File: src/rtl/strobe_sequencer.sv
// strobe_sequencer: multi-channel camera/flash strobe generator (48 MHz fabric).
// The asynchronous trigger is synchronised and edge-detected according to the
// mode register, then divided by a programmable ratio. Each divided event
// ("fire") launches an independent delay-then-pulse sequence on every channel.
//
// Ports:
//   clk48      in   system clock, rising edge
//   rst_n      in   synchronous active-low reset
//   trig_in    in   asynchronous external trigger
//   cfg_we     in   register write strobe (one cycle per write)
//   cfg_addr   in   [7:0] register address
//   cfg_wdata  in   [CNT_W-1:0] register write data
//   fire       out  one-cycle pulse per divided trigger event
//   strobe_out out  [N_CH-1:0] strobe outputs, active-high
//   busy       out  [N_CH-1:0] channel in DELAY or PULSE
//   overrun    out  [N_CH-1:0] sticky: fire arrived while channel busy
//
// Register map: 0 divisor, 1 mode[1:0] (write also clears overrun),
//   2+2k delay of channel k, 3+2k width of channel k.
//
// Build option: define RETRIGGER_EN to make a fire on a busy channel restart
// its sequence instead of being ignored and flagged in overrun.

module strobe_channel #(
  parameter int CNT_W = 32
) (
  input  logic             clk48,
  input  logic             rst_n,
  input  logic             i_fire,
  input  logic             i_ovr_clr,
  input  logic [CNT_W-1:0] i_delay,
  input  logic [CNT_W-1:0] i_width,
  output logic             o_strobe,
  output logic             o_busy,
  output logic             o_overrun
);
`ifdef RETRIGGER_EN
  localparam bit RETRIG = 1'b1;
`else
  localparam bit RETRIG = 1'b0;
`endif
  localparam logic [CNT_W-1:0] ONE = CNT_W'(1);

  typedef enum logic [1:0] {S_IDLE, S_DELAY, S_PULSE} state_t;

  state_t           r_state;
  logic [CNT_W-1:0] r_cnt, r_sdelay, r_swidth;
  logic             r_strobe, r_busy, r_ovr;
  logic             w_start;

  // A new sequence starts from IDLE, or from any state when retriggering.
  assign w_start = i_fire && (r_state == S_IDLE || RETRIG);

  always_ff @(posedge clk48) begin
    if (!rst_n) begin
      r_state  <= S_IDLE;
      r_cnt    <= '0;
      r_sdelay <= '0;
      r_swidth <= '0;
      r_strobe <= 1'b0;
      r_busy   <= 1'b0;
      r_ovr    <= 1'b0;
    end else begin
      if (i_ovr_clr) r_ovr <= 1'b0;
      // Set wins over a same-cycle clear so no overrun is lost.
      if (i_fire && r_state != S_IDLE && !RETRIG) r_ovr <= 1'b1;

      if (w_start) begin
        r_sdelay <= i_delay;
        r_swidth <= i_width;
        r_cnt    <= '0;
        if (i_width == '0) begin
          r_state <= S_IDLE;  r_strobe <= 1'b0; r_busy <= 1'b0;
        end else if (i_delay == '0) begin
          r_state <= S_PULSE; r_strobe <= 1'b1; r_busy <= 1'b1;
        end else begin
          r_state <= S_DELAY; r_strobe <= 1'b0; r_busy <= 1'b1;
        end
      end else begin
        // Counters run 0..N-1 against the latched length, so the full
        // 2^CNT_W-1 range works without ever wrapping.
        case (r_state)
          S_DELAY: begin
            if (r_cnt == r_sdelay - ONE) begin
              r_cnt <= '0; r_state <= S_PULSE; r_strobe <= 1'b1;
            end else begin
              r_cnt <= r_cnt + ONE;
            end
          end
          S_PULSE: begin
            if (r_cnt == r_swidth - ONE) begin
              r_cnt <= '0; r_state <= S_IDLE; r_strobe <= 1'b0; r_busy <= 1'b0;
            end else begin
              r_cnt <= r_cnt + ONE;
            end
          end
          default: ;
        endcase
      end
    end
  end

  assign o_strobe  = r_strobe;
  assign o_busy    = r_busy;
  assign o_overrun = r_ovr;
endmodule

module strobe_sequencer #(
  parameter int N_CH        = 2,
  parameter int CNT_W       = 32,
  parameter int SYNC_STAGES = 2,
  parameter int DEF_WIDTH   = 480
) (
  input  logic             clk48,
  input  logic             rst_n,
  input  logic             trig_in,
  input  logic             cfg_we,
  input  logic [7:0]       cfg_addr,
  input  logic [CNT_W-1:0] cfg_wdata,
  output logic             fire,
  output logic [N_CH-1:0]  strobe_out,
  output logic [N_CH-1:0]  busy,
  output logic [N_CH-1:0]  overrun
);
  localparam logic [CNT_W-1:0] ONE = CNT_W'(1);

  logic [CNT_W-1:0]            r_div, r_ecnt;
  logic [1:0]                  r_mode;
  logic [N_CH-1:0][CNT_W-1:0]  r_delay, r_width;
  logic [SYNC_STAGES-1:0]      r_sync;
  logic [SYNC_STAGES:0]        r_prime;
  logic                        r_hist, r_qedge, r_fire;
  logic                        w_sync, w_edge, w_div_we, w_ovr_clr;
  logic [CNT_W-1:0]            w_div_m1;

  assign w_div_we  = cfg_we && cfg_addr == 8'd0;
  assign w_ovr_clr = cfg_we && cfg_addr == 8'd1;
  assign w_div_m1  = (r_div == '0) ? '0 : r_div - ONE;

  // Configuration registers.
  always_ff @(posedge clk48) begin
    if (!rst_n) begin
      r_div  <= ONE;
      r_mode <= 2'd1;
      for (int k = 0; k < N_CH; k++) begin
        r_delay[k] <= '0;
        r_width[k] <= CNT_W'(DEF_WIDTH);
      end
    end else if (cfg_we) begin
      if (cfg_addr == 8'd0) r_div  <= cfg_wdata;
      if (cfg_addr == 8'd1) r_mode <= cfg_wdata[1:0];
      for (int k = 0; k < N_CH; k++) begin
        if (cfg_addr == 8'(2 + 2*k)) r_delay[k] <= cfg_wdata;
        if (cfg_addr == 8'(3 + 2*k)) r_width[k] <= cfg_wdata;
      end
    end
  end

  // Trigger synchroniser and edge detector. r_prime blocks edge detection
  // until the chain and history hold real samples after reset, so a trigger
  // held high through reset does not look like a fresh rising edge.
  assign w_sync = r_sync[SYNC_STAGES-1];
  assign w_edge = r_prime[SYNC_STAGES] &&
                  ((r_mode[0] && w_sync && !r_hist) ||
                   (r_mode[1] && !w_sync && r_hist));

  always_ff @(posedge clk48) begin
    if (!rst_n) begin
      r_sync  <= '0;
      r_prime <= '0;
      r_hist  <= 1'b0;
      r_qedge <= 1'b0;
    end else begin
      r_sync  <= {r_sync[SYNC_STAGES-2:0], trig_in};
      r_prime <= {r_prime[SYNC_STAGES-1:0], 1'b1};
      r_hist  <= w_sync;
      r_qedge <= w_edge;
    end
  end

  // Edge divider; a divisor write restarts the count and wins over an edge.
  always_ff @(posedge clk48) begin
    if (!rst_n) begin
      r_ecnt <= '0;
      r_fire <= 1'b0;
    end else begin
      r_fire <= 1'b0;
      if (w_div_we) begin
        r_ecnt <= '0;
      end else if (r_qedge) begin
        if (r_ecnt == w_div_m1) begin
          r_ecnt <= '0;
          r_fire <= 1'b1;
        end else begin
          r_ecnt <= r_ecnt + ONE;
        end
      end
    end
  end

  assign fire = r_fire;

  for (genvar g = 0; g < N_CH; g++) begin : g_ch
    strobe_channel #(.CNT_W(CNT_W)) u_ch (
      .clk48     (clk48),
      .rst_n     (rst_n),
      .i_fire    (r_fire),
      .i_ovr_clr (w_ovr_clr),
      .i_delay   (r_delay[g]),
      .i_width   (r_width[g]),
      .o_strobe  (strobe_out[g]),
      .o_busy    (busy[g]),
      .o_overrun (overrun[g])
    );
  end
endmodule

File: config.mk
export PLATFORM = sky130hd
export DESIGN_NAME = strobe_sequencer
export DESIGN_NICKNAME = d
export VERILOG_FILES = /design/src/rtl/strobe_sequencer.sv
export SDC_FILE = /design/constraint.sdc
export NUM_CORES = 1
export LEC_CHECK = 0
export ABC_CLOCK_PERIOD_IN_PS = 4600
export CAP_MARGIN = 0
export CORE_MARGIN = 3
export CORE_UTILIZATION = 45
export CTS_BUF_LIST = sky130_fd_sc_hd__clkbuf_16
export CTS_CLUSTER_DIAMETER = 40
export CTS_CLUSTER_SIZE = 12
export DETAILED_ROUTE_END_ITERATION = 10
export GPL_ROUTABILITY_DRIVEN = 0
export GPL_TIMING_DRIVEN = 0
export SLEW_MARGIN = 20
export SYNTH_ARGS = -nofsm -noshare
export SYNTH_HDL_FRONTEND = slang
export SYNTH_SLANG_ARGS = --single-unit
export TNS_END_PERCENT = 10
File: constraint.sdc
create_clock -name clk48 -period 4.6 [get_ports clk48]
set_input_delay 1.38 -clock clk48 [delete_from_list [all_inputs] [get_ports clk48]]
set_output_delay 1.38 -clock clk48 [all_outputs]
set_load 0.01 [all_outputs]
==> results of run 1 <==
[cell type report]
class,instances,area share
plain buffers,199,0.0324
inverters,44,0.00654
repair buffers,48,0.0190
clock inverters,54,0.0225
well taps,607,0.0301
flip-flops and latches,402,0.319
clock buffers,75,0.0743
multi-input cells,2200,0.496
[timing repair]
action	in CTS	in global routing
gates resized for setup	2	7
hold buffers	0	0
setup endpoints to repair	60	92
[layer usage]
layer	track usage	wire length, um	vias up
met4	0.0962	2410	2
met3	0.0619	6110	158
met2	0.418	30100	736
met1	0.389	32000	9998
met5	0	13	-
li1	-	-	10200
[logic make-up after synthesis]
kind of cell / count (synthesis)
flip-flops: 402
multiplexers: 15
adder cells (fa/ha/maj): 14
AO/OA/AOI/OAI: 491
buffers and inverters: 243
AND/OR/NAND/NOR: 1398
XOR/XNOR: 282
[sequential cells by signal, indices dropped and copies added (netlist names)]
name / flops
r_prime: 3
r_qedge: 1
r_hist: 1
g_ch.u_ch.r_state: 3
r_mode: 2
g_ch.u_ch.o_overrun: 2
g_ch.u_ch.o_busy: 2
r_delay: 64
r_width: 64
r_ecnt: 32
g_ch.u_ch.o_strobe: 1
g_ch.u_ch.r_sdelay: 64
r_div: 32
fire: 1
g_ch.u_ch.r_swidth: 64
g_ch.u_ch.r_cnt: 64
r_sync: 2
[how the worst max path moves through the flow]
stage	startpoint	cells past startpoint	to	slack [ns]
after floorplan	r_div[0]	13	r_ecnt[10]	0.97
after global placement	g_ch[0].u_ch.r_swidth[2]	12	g_ch[0].u_ch.r_cnt[17]	-0.22
after detailed placement	g_ch[0].u_ch.r_swidth[2]	12	g_ch[0].u_ch.r_cnt[10]	-0.25
after CTS	r_div[0]	13	fire	0.006
after global routing	r_div[0]	13	fire	-0.09
final	r_div[0]	13	fire	0.19
[synth_stat cells (25+ instances only)]
library cell  number
clkbuf_1         165
nor2_1           139
nor4_1            88
and3_1            32
xor2_1           116
a21oi_1          312
dfxtp_1          402
nor3_1           130
nand4_1           59
inv_1             43
nand2_1          687
or4_1             25
o21ai_0           31
nand3_1           71
or3_1             29
xnor2_1          163
[power groups by stage]
| stage | clock [mW] | combinational, mW | sequential (mW) |
|---|---|---|---|
| floorplan | 0 | 0.113 | 3.58 |
| global placement | 0 | 0.259 | 3.58 |
| detailed placement | 0 | 0.261 | 3.58 |
| CTS | 5.45 | 0.263 | 3.51 |
| global route | 5.61 | 0.281 | 3.51 |
| finish | 5.37 | 0.267 | 3.51 |
[metrics by stage]
step                      utilization  setup WS, ns
after floorplan                     -         0.968
after CTS                       0.538       0.00639
final                           0.539         0.192
after detailed placement        0.486        -0.251
after global placement          0.486        -0.222
after global routing            0.539       -0.0850
==> metrics.md, run 1 <==
| Metric | Value |
|---|---|
| Commonest cells after routing, fill and taps aside | 687 x nand2_1, 402 x dfxtp_1, 312 x a21oi_1 |
| Max VDD drop | 254 uV |
| Root Driver | clkbuf_16 |
| Final hold viol count | 0 |
| Post-synthesis compound-gate area fraction | 0.136 |
| Sequential share of the synthesized area | 0.374 |
| Worst Setup Path Type | flip-flop to flip-flop |
| Internal power | 6.99 mW |
| Final Net Count | 3023 |
| Area of the multi-input gates | around 13000 um^2 |
| Starting Density | 0.459 |
| DIE HEIGHT | approximately 220 um |
| Worst path most repeated cell | nand4_1 |
| Largest net degree at the start of global routing | 13 |
| Setup slack, reg-to-reg | between 0.15 and 0.2 ns |
| Non-Filler Instances | between 3000 and 4000 |
| Via Count | between 20000 and 25000 |
| GRT Util Overall | 0.276 |
| Initial antenna violation count | 1 |
| H-tree depth | 3 |
| Core Area | ~47000 um^2 |
| XOR/XNOR share of the synthesized area | 0.117 |
| Largest cells by area after synthesis | dfxtp_1 37%, nand2_1 12%, a21oi_1 7.3% |
| Fillers | approximately 4600 |
| Maximum clock path buffer count | 3 |
| Final Cycle Share | 0.958 |
| LEAKAGE | about 8.9 nW |
| # Post-CTS Setup Buffers | 0 |
| # rows | between 70 and 80 |
| CTS tree | done |
| Reg-to-Reg Start | r_div[0] |
| Drt total wl | around 71 mm |
| Clk sinks | 402 |
| Post-synth top area share | 0.374 |
| Worst path cell trace | inv_1 -> ha_1 -> buf_2 -> nor4b_2 -> nand4_1 -> clkbuf_1 -> nor4_1 -> mux2i_1 -> xor2_1 -> nor4bb_1 -> nand4_1 -> or4_1 -> nor3_1 |
| Critical path arrival | ~4.9 ns |
| Number of port buffers | 48 |
| Commonest non-fill, non-tap cell in the layout | nand2_1 |
| Flops & latches, synth | ~400 |
| Fin crit period | 4.41 ns |
| Number of diodes | 0 |
| Largest family of logic cells by synthesized area | simple AND/OR/NAND/NOR gates |
| Critical Path End Type | flip-flop |
| Clock latency at the later pin of the worst-skew pair | approximately 0.61 ns |
| CTS clk-pin slew, worst paths | approximately 0.060 ns |
| Setup Skew | 0.0260 ns |
| Router iterations before antenna repair | 6 |
| Post-DR wirelength/cell | 19.5 um |
| Yosys warns | 0 |
| CP required | a little over 5 ns |
| Worst-Margin Slew | between 1 and 1.5 ns |
| # placed instances | 3500 |
| Top FF cell, synth | dfxtp_1 |
| Outcome | completed |
| Switching Share | 0.236 |
| Clock power share | 0.587 |
| Synth async-reset ratio | 0 |
| Comb power frac | 0.029 |
| EDFF count, synth | 0 |
| Post-synth cell types | 83 |
| First-pass GRT wire length | between 100 and 150 mm |
| Syn-to-layout area delta | 17.4% |
| Crit Path Max Fanout | 10 |
| CP top delay family | simple AND/OR/NAND/NOR gates |
| Die X | approximately 220 um |
| Post-DP Area | around 23000 um^2 |
| Synthesized area per cell | roughly 7.6 um^2 |
| Gate Count Post-Synth | ~2800 |
| Num CTS Buffers | 70 |
| Hold Startpoint | r_prime[1] |
| Fin. max-slew vios | 0 |
| Synth area leader | dfxtp_1 |
| Crit path buffers/inverters | 3 |
| Largest stage delay, worst path | about 0.54 ns |
| I/O Pins | between 50 and 60 |
| Layout cells sized above 1 | 0.0629 |
| Relative slew slack | 0.236 |
| RSZ-0062 raised after global routing | true |
| Post-DP HPWL | between 50 and 60 mm |
| Vias in the first global route | between 15000 and 20000 |
| Detail Route Antenna Nets | 0 |
| Tot Pwr | slightly above 9 mW |
| Post-route cell area | approximately 25000 um^2 |
| Setup TNS | 0 ns |
| Hold slack | around 0.43 ns |
| DRT iter0 DRCs | between 1500 and 2000 |
| Post-Syn Nets | just under 3000 |
| FMAX | around 230 MHz |
| Die area | approximately 50000 um^2 |
| Startpoint types | flip-flop |
| PwrDens | about 360 nW/um^2 |
| Worst Reg-to-Reg Cells | 13 |
| Synthesized cell area | between 20000 and 25000 um^2 |
| Grt ovf | 0 |
| Final setup violation count | 0 |
| Sequential share of power | 0.384 |
| Sequential cell area | just over 8000 um^2 |
| Post-synthesis adder-cell area fraction | 0.00814 |
| Crit-path slowest cell | or4_1 |
| Hold Crit Class | flip-flop to flip-flop |
| Worst Hold End | r_prime[2] |
| # DRC | 0 |
| Simple-gate share of the synthesized area | 0.312 |
| Post-synthesis mux area share | 0.00715 |
| Worst r2r dst | fire |
| Net Sw Power | around 2.2 mW |
| Max-cap violation count | 0 |
| Hold Path Stages | 1 |
| Via density | a little under 6 |
Power figures use the tool's default switching activity.
==> inputs of run 2 (changes only) <==
Settings changed: CORE_UTILIZATION 45 to 40.
==> metrics.md, run 2 (synthesized netlist as in run 1, its figures left out) <==
| Metric | Value |
|---|---|
| # Post-CTS Setup Buffers | 0 (unchanged) |
| RSZ-0062 raised after global routing | false (was true) |
| Clk sinks | 402 (unchanged) |
| Top sig layer | met5 (unchanged) |
| Worst path cell trace | nor4_1 -> nand2_1 -> or4_1 -> a2111oi_0 -> nand4b_1 -> nor4_1 -> or4bb_1 -> a21oi_1 -> buf_2 -> nor3_1 (was inv_1 -> ha_1 -> buf_2 -> nor4b_2 -> nand4_1 -> clkbuf_1 -> nor4_1 -> mux2i_1 -> xor2_1 -> nor4bb_1 -> nand4_1 -> or4_1 -> nor3_1) |
| # rows | 84 (was 79) |
| Non-Filler Instances | 3697 (was 3629) |
| Drt total wl | 71.3 mm (was 70.6 mm) |
| LEAKAGE | 8.82 nW (was 8.93 nW) |
| FMAX | 226 MHz (was 227 MHz) |
| DR WL met2 | 30.8 mm (was 30.1 mm) |
| CP required | 5.03 ns (was 5.05 ns) |
| Fin. max-slew vios | 0 (unchanged) |
| Max VDD drop | 265 uV (was 254 uV) |
| Post-DR wirelength/cell | 19.3 um (was 19.5 um) |
| Crit path buffers/inverters | 1 (was 3) |
| Hold Crit Class | flip-flop to flip-flop (unchanged) |
| Post-DP HPWL | 53.4 mm (was 53.0 mm) |
| Syn-to-layout area delta | 16.6% (was 17.4%) |
| Critical path arrival | 4.86 ns (about the same) |
| Starting Density | 0.407 (was 0.459) |
| First-pass GRT wire length | 110 mm (about the same) |
| Worst-Margin Slew | 1.11 ns (was 1.14 ns) |
| Relative slew slack | 0.254 (was 0.236) |
| Clock latency at the later pin of the worst-skew pair | 0.60 ns (was 0.61 ns) |
| Worst path most repeated cell | nor4_1 (was nand4_1) |
| Final setup violation count | 0 (unchanged) |
| Initial antenna violation count | 2 (was 1) |
| Final Net Count | 3019 (was 3023) |
| Via Count | 21200 (was 21100) |
| M1 wire length | 32.6 mm (was 32.0 mm) |
| Tot Pwr | 8.68 mW (was 9.14 mW) |
| GRT Util Overall | 0.245 (was 0.276) |
| DRT iter0 DRCs | 2059 (was 1988) |
| Final Cycle Share | 0.962 (was 0.958) |
| Setup slack, reg-to-reg | 0.17 ns (was 0.19 ns) |
| Number of diodes | 0 (unchanged) |
| Outcome | completed (unchanged) |
| Core Area | 52900 um^2 (was 46900 um^2) |
| DIE HEIGHT | 238 um (was 225 um) |
| Crit-path slowest cell | a2111oi_0 (was or4_1) |
| Sequential cell area | 8050 um^2 (unchanged) |
| Vias in the first global route | 19600 (about the same) |
| Root Driver | clkbuf_16 (unchanged) |
| Largest stage delay, worst path | 0.60 ns (was 0.54 ns) |
| # DRC | 0 (unchanged) |
| Die X | 238 um (was 225 um) |
| Die area | 56600 um^2 (was 50500 um^2) |
| I/O Pins | 51 (unchanged) |
| Max-cap violation count | 0 (unchanged) |
| Commonest non-fill, non-tap cell in the layout | nand2_1 (unchanged) |
| Fillers | 5242 (was 4595) |
| Final hold viol count | 0 (unchanged) |
| Number of port buffers | 48 (unchanged) |
| Area of the multi-input gates | 12500 um^2 (about the same) |
| Fin crit period | 4.43 ns (was 4.41 ns) |
| PwrDens | 346 nW/um^2 (was 362 nW/um^2) |
| PostCTS Resize Cnt | 2 (unchanged) |
| CP Launch Point | g_ch[1].u_ch.r_sdelay[0] (was r_div[0]) |
| Largest net degree at the start of global routing | 13 (unchanged) |
| # placed instances | 3581 (was 3500) |
| Crit Path Max Fanout | 10 (unchanged) |
| Layout cells sized above 1 | 0.0545 (was 0.0629) |
| Grt ovf | 0 (unchanged) |
| H-tree depth | 3 (unchanged) |
| CTS clk-pin slew, worst paths | 0.05 ns (was 0.06 ns) |
| Maximum clock path buffer count | 3 (unchanged) |
| Met3 wire length | 5.86 mm (was 6.11 mm) |
| Commonest cells after routing, fill and taps aside | 687 x nand2_1, 402 x dfxtp_1, 312 x a21oi_1 (unchanged) |
| Setup Skew | 0.0330 ns (was 0.0260 ns) |
| Router iterations before antenna repair | 6 (unchanged) |
| CTS tree | done (unchanged) |
| Critical Path End Type | flip-flop (unchanged) |
| Worst Setup Path Type | flip-flop to flip-flop (unchanged) |
| Reg-to-Reg Start | g_ch[1].u_ch.r_sdelay[0] (was r_div[0]) |
| Hold Startpoint | r_prime[0] (was r_prime[1]) |
| CP top delay family | simple AND/OR/NAND/NOR gates (unchanged) |
| Num CTS Buffers | 66 (was 70) |
| Detail Route Antenna Nets | 0 (unchanged) |
| Startpoint types | flip-flop (unchanged) |
| Via density | 5.72 (was 5.81) |
| Hold-fix buffers at CTS | 0 (unchanged) |
-- run 2: cell count changes in the layout (fill, tap and decap cells not counted), sizes merged --
cell | before | now
clkbuf | 240 | 232
clkinvlp | 6 | 3
inv | 65 | 62
bufinv | 7 | 8
-- run 2: layout make-up --
type	instances	area share
clock buffers	67	0.0669
plain buffers	199	0.0326
clock inverters	49	0.0205
flip-flops and latches	402	0.321
inverters	44	0.00659
repair buffers	48	0.0192
well taps	688	0.0343
multi-input cells	2200	0.499
-- run 2: metal layers --
layer,up-vias,GRT usage
li1,10100,-
met3,153,0.0487
met4,4,0.0743
met1,10100,0.347
met5,-,0
met2,810,0.378
-- run 2: worst paths after layout --
check,to,cells past startpoint
max,g_ch[1].u_ch.r_cnt[26],10
min,r_prime[1],1
max reg2reg,g_ch[1].u_ch.r_cnt[26],10
min reg2reg,r_prime[1],1
-- run 2: worst register-to-register path, delay by kind of cell, from the launching register on --
family,cells,cell delay [ns]
simple gates,7,2.63
flops,1,0.36
buf+inv,1,0.30
compound gates,2,0.97
-- run 2: power by group --
part	switching, mW	total, mW	internal, mW
sequential	0.0128	3.51	3.50
clock	1.79	4.90	3.11
combinational	0.194	0.275	0.0803
-- run 2: through the flow --
| stage | hold slack (ns) | setup TNS, ns | util | worst slack (ns) | area, um^2 |
|---|---|---|---|---|---|
| finish | 0.431 | 0 | 0.474 | 0.174 | 25100 |
| global route | 0.461 | 0 | 0.474 | 0.0198 | 25100 |
| CTS | 0.434 | 0 | 0.474 | 0.0610 | 25100 |
| detailed placement | 0.418 | -5.97 | 0.432 | -0.219 | 22900 |
| global placement | 0.416 | -2.10 | 0.432 | -0.0841 | 22900 |
| floorplan | 0.412 | 0 | - | 0.968 | 21500 |
==> inputs of run 3 (changes only) <==
Settings changed: CORE_MARGIN 3 to not set.
==> metrics.md, run 3 (synthesized netlist as in run 1, its figures left out) <==
| Metric | Value |
|---|---|
| Initial antenna violation count | 2 (unchanged) |
| Final Cycle Share | 0.936 (was 0.962) |
| Fin. max-slew vios | 0 (unchanged) |
| H-tree depth | 2 (was 3) |
| PwrDens | 334 nW/um^2 (was 346 nW/um^2) |
| Clk sinks | 402 (unchanged) |
| Crit-path slowest cell | a2111oi_0 (unchanged) |
| Syn-to-layout area delta | 15.8% (was 16.6%) |
| CTS tree | done (unchanged) |
| Grt ovf | 0 (unchanged) |
| Reg-to-Reg Start | g_ch[1].u_ch.r_sdelay[0] (unchanged) |
| Die area | 54700 um^2 (was 56600 um^2) |
| Starting Density | 0.407 (unchanged) |
| First-pass GRT wire length | 110 mm (about the same) |
| Post-DR wirelength/cell | 19.1 um (was 19.3 um) |
| Detail Route Antenna Nets | 0 (unchanged) |
| CP required | 5.10 ns (was 5.03 ns) |
| GRT Util Overall | 0.258 (was 0.245) |
| Critical Path End Type | flip-flop (unchanged) |
| Hold-fix buffers at CTS | 0 (unchanged) |
| CP Launch Point | g_ch[1].u_ch.r_sdelay[0] (unchanged) |
| CTS clk-pin slew, worst paths | 0.06 ns (was 0.05 ns) |
| Pre-CTS WS | -0.223 ns (was -0.219 ns) |
| # rows | 84 (unchanged) |
| Fin crit period | 4.31 ns (was 4.43 ns) |
| Via Count | 20900 (was 21200) |
| Final Net Count | 3014 (was 3019) |
| Critical path arrival | 4.80 ns (was 4.86 ns) |
| RSZ-0062 raised after global routing | false (unchanged) |
| Number of port buffers | 48 (unchanged) |
| Setup Skew | 0.0347 ns (was 0.0330 ns) |
| Worst Setup Path Type | flip-flop to flip-flop (unchanged) |
| Worst Reg-to-Reg Cells | 10 (unchanged) |
| Crit path depth | 10 (unchanged) |
| Vias in the first global route | 19300 (was 19600) |
| CP top delay family | simple AND/OR/NAND/NOR gates (unchanged) |
| Commonest non-fill, non-tap cell in the layout | nand2_1 (unchanged) |
| Die X | 234 um (was 238 um) |
| Core Area | 52900 um^2 (unchanged) |
| Drt total wl | 70.7 mm (was 71.3 mm) |
| # DRC | 3 (was 0) |
| Hold Startpoint | r_prime[0] (unchanged) |
| Worst path most repeated cell | nor4_1 (unchanged) |
| Commonest cells after routing, fill and taps aside | 686 x nand2_1, 402 x dfxtp_1, 312 x a21oi_1 (was 687 x nand2_1, 402 x dfxtp_1, 312 x a21oi_1) |
| Worst path cell trace | nor4_1 -> nand2_2 -> or4_1 -> a2111oi_0 -> nand4b_1 -> nor4_1 -> or4bb_1 -> a21oi_1 -> buf_2 -> nor3_1 (was nor4_1 -> nand2_1 -> or4_1 -> a2111oi_0 -> nand4b_1 -> nor4_1 -> or4bb_1 -> a21oi_1 -> buf_2 -> nor3_1) |
| Final setup violation count | 0 (unchanged) |
| Failing checks | design-rule violations |
| Startpoint types | flip-flop (unchanged) |
| Worst-Margin Slew | 1.07 ns (was 1.11 ns) |
| Via density | 5.65 (was 5.72) |
| Layout cells sized above 1 | 0.0562 (was 0.0545) |
| Final hold viol count | 0 (unchanged) |
| Tot Pwr | 8.34 mW (was 8.68 mW) |
| Maximum clock path buffer count | 3 (unchanged) |
| Num CTS Buffers | 61 (was 66) |
| # Post-CTS Setup Buffers | 0 (unchanged) |
| DRT iter0 DRCs | 2077 (was 2059) |
| Clock latency at the later pin of the worst-skew pair | 0.63 ns (was 0.60 ns) |
| DIE HEIGHT | 234 um (was 238 um) |
| I/O Pins | 51 (unchanged) |
| Crit path buffers/inverters | 1 (unchanged) |
| FMAX | 232 MHz (was 226 MHz) |
| Number of diodes | 0 (unchanged) |
| Hold Path Stages | 1 (unchanged) |
| Router iterations before antenna repair | 9 (was 6) |
| Post-DP HPWL | 53.5 mm (was 53.4 mm) |
| LEAKAGE | 8.69 nW (was 8.82 nW) |
| Outcome | complete, but fails checks (was completed) |
| Largest stage delay, worst path | 0.57 ns (was 0.60 ns) |
| Core Util, Final | 0.471 (was 0.474) |
| Max VDD drop | 332 uV (was 265 uV) |
| Hold Crit Class | flip-flop to flip-flop (unchanged) |
| Max-cap violation count | 0 (unchanged) |
| Relative slew slack | 0.280 (was 0.254) |
| Setup WS post-layout | 0.294 ns (was 0.174 ns) |
| Root Driver | clkbuf_16 (unchanged) |
| Largest net degree at the start of global routing | 18 (was 13) |
| Crit Path Max Fanout | 10 (unchanged) |
## run 3: path summary, 6_finish.rpt
check | endpoint | slack, ns
setup / recovery | g_ch[1].u_ch.r_cnt[3] | 0.29
hold / removal | r_prime[1] | 0.43
setup reg to reg | g_ch[1].u_ch.r_cnt[3] | 0.29
hold reg to reg | r_prime[1] | 0.43
## run 3: what timing repair did
action                                 CTS  global route
resized for setup                        2             5
setup endpoints to repair               30            92
endpoints found under the hold margin    0             0
cloned                                   0             0
## run 3: power breakdown
part / internal (mW) / switching (mW)
registers: 3.49 / 0.0121
logic: 0.0804 / 0.195
clock network: 2.74 / 1.81
## run 3: layout make-up
type | instances | area (um^2)
Clock buffer | 61 | 1530
Sequential cell | 402 | 8050
Clock inverter | 51 | 500
Multi-Input combinational cell | 2200 | 12500
Timing Repair Buffer | 48 | 480
Fill cell | 5329 | 27900
Buffer | 199 | 818
Tap cell | 688 | 861
Inverter | 44 | 165
## run 3: per-layer routing
| layer | share of wire | routed length (um) | GRT usage | up-vias |
|---|---|---|---|---|
| li1 | - | - | - | 10100 |
| met5 | 0.00044 | 31 | 0 | - |
| met4 | 0.025 | 1740 | 0.0733 | 4 |
| met1 | 0.46 | 32500 | 0.370 | 9882 |
| met2 | 0.43 | 30600 | 0.396 | 743 |
| met3 | 0.082 | 5800 | 0.0412 | 120 |
## run 3: worst register-to-register path, stage by stage (launching register included)
cell	delay, ns
dfxtp_1	0.36
nor4_1	0.53
nand2_2	0.28
or4_1	0.52
a2111oi_0	0.57
nand4b_1	0.18
nor4_1	0.42
or4bb_1	0.56
a21oi_1	0.36
buf_2	0.32
nor3_1	0.09
## run 3: per-stage QoR
step	TNS [ns]	cell area [um^2]	std cells	hold slack, ns
after floorplan	0	21500	2845	0.412
after CTS	0	24900	3693	0.427
after detailed placement	-6.06	22900	3581	0.419
final	0	24900	3693	0.425
after global placement	-2.33	22900	3581	0.416
after global routing	0	24900	3693	0.465
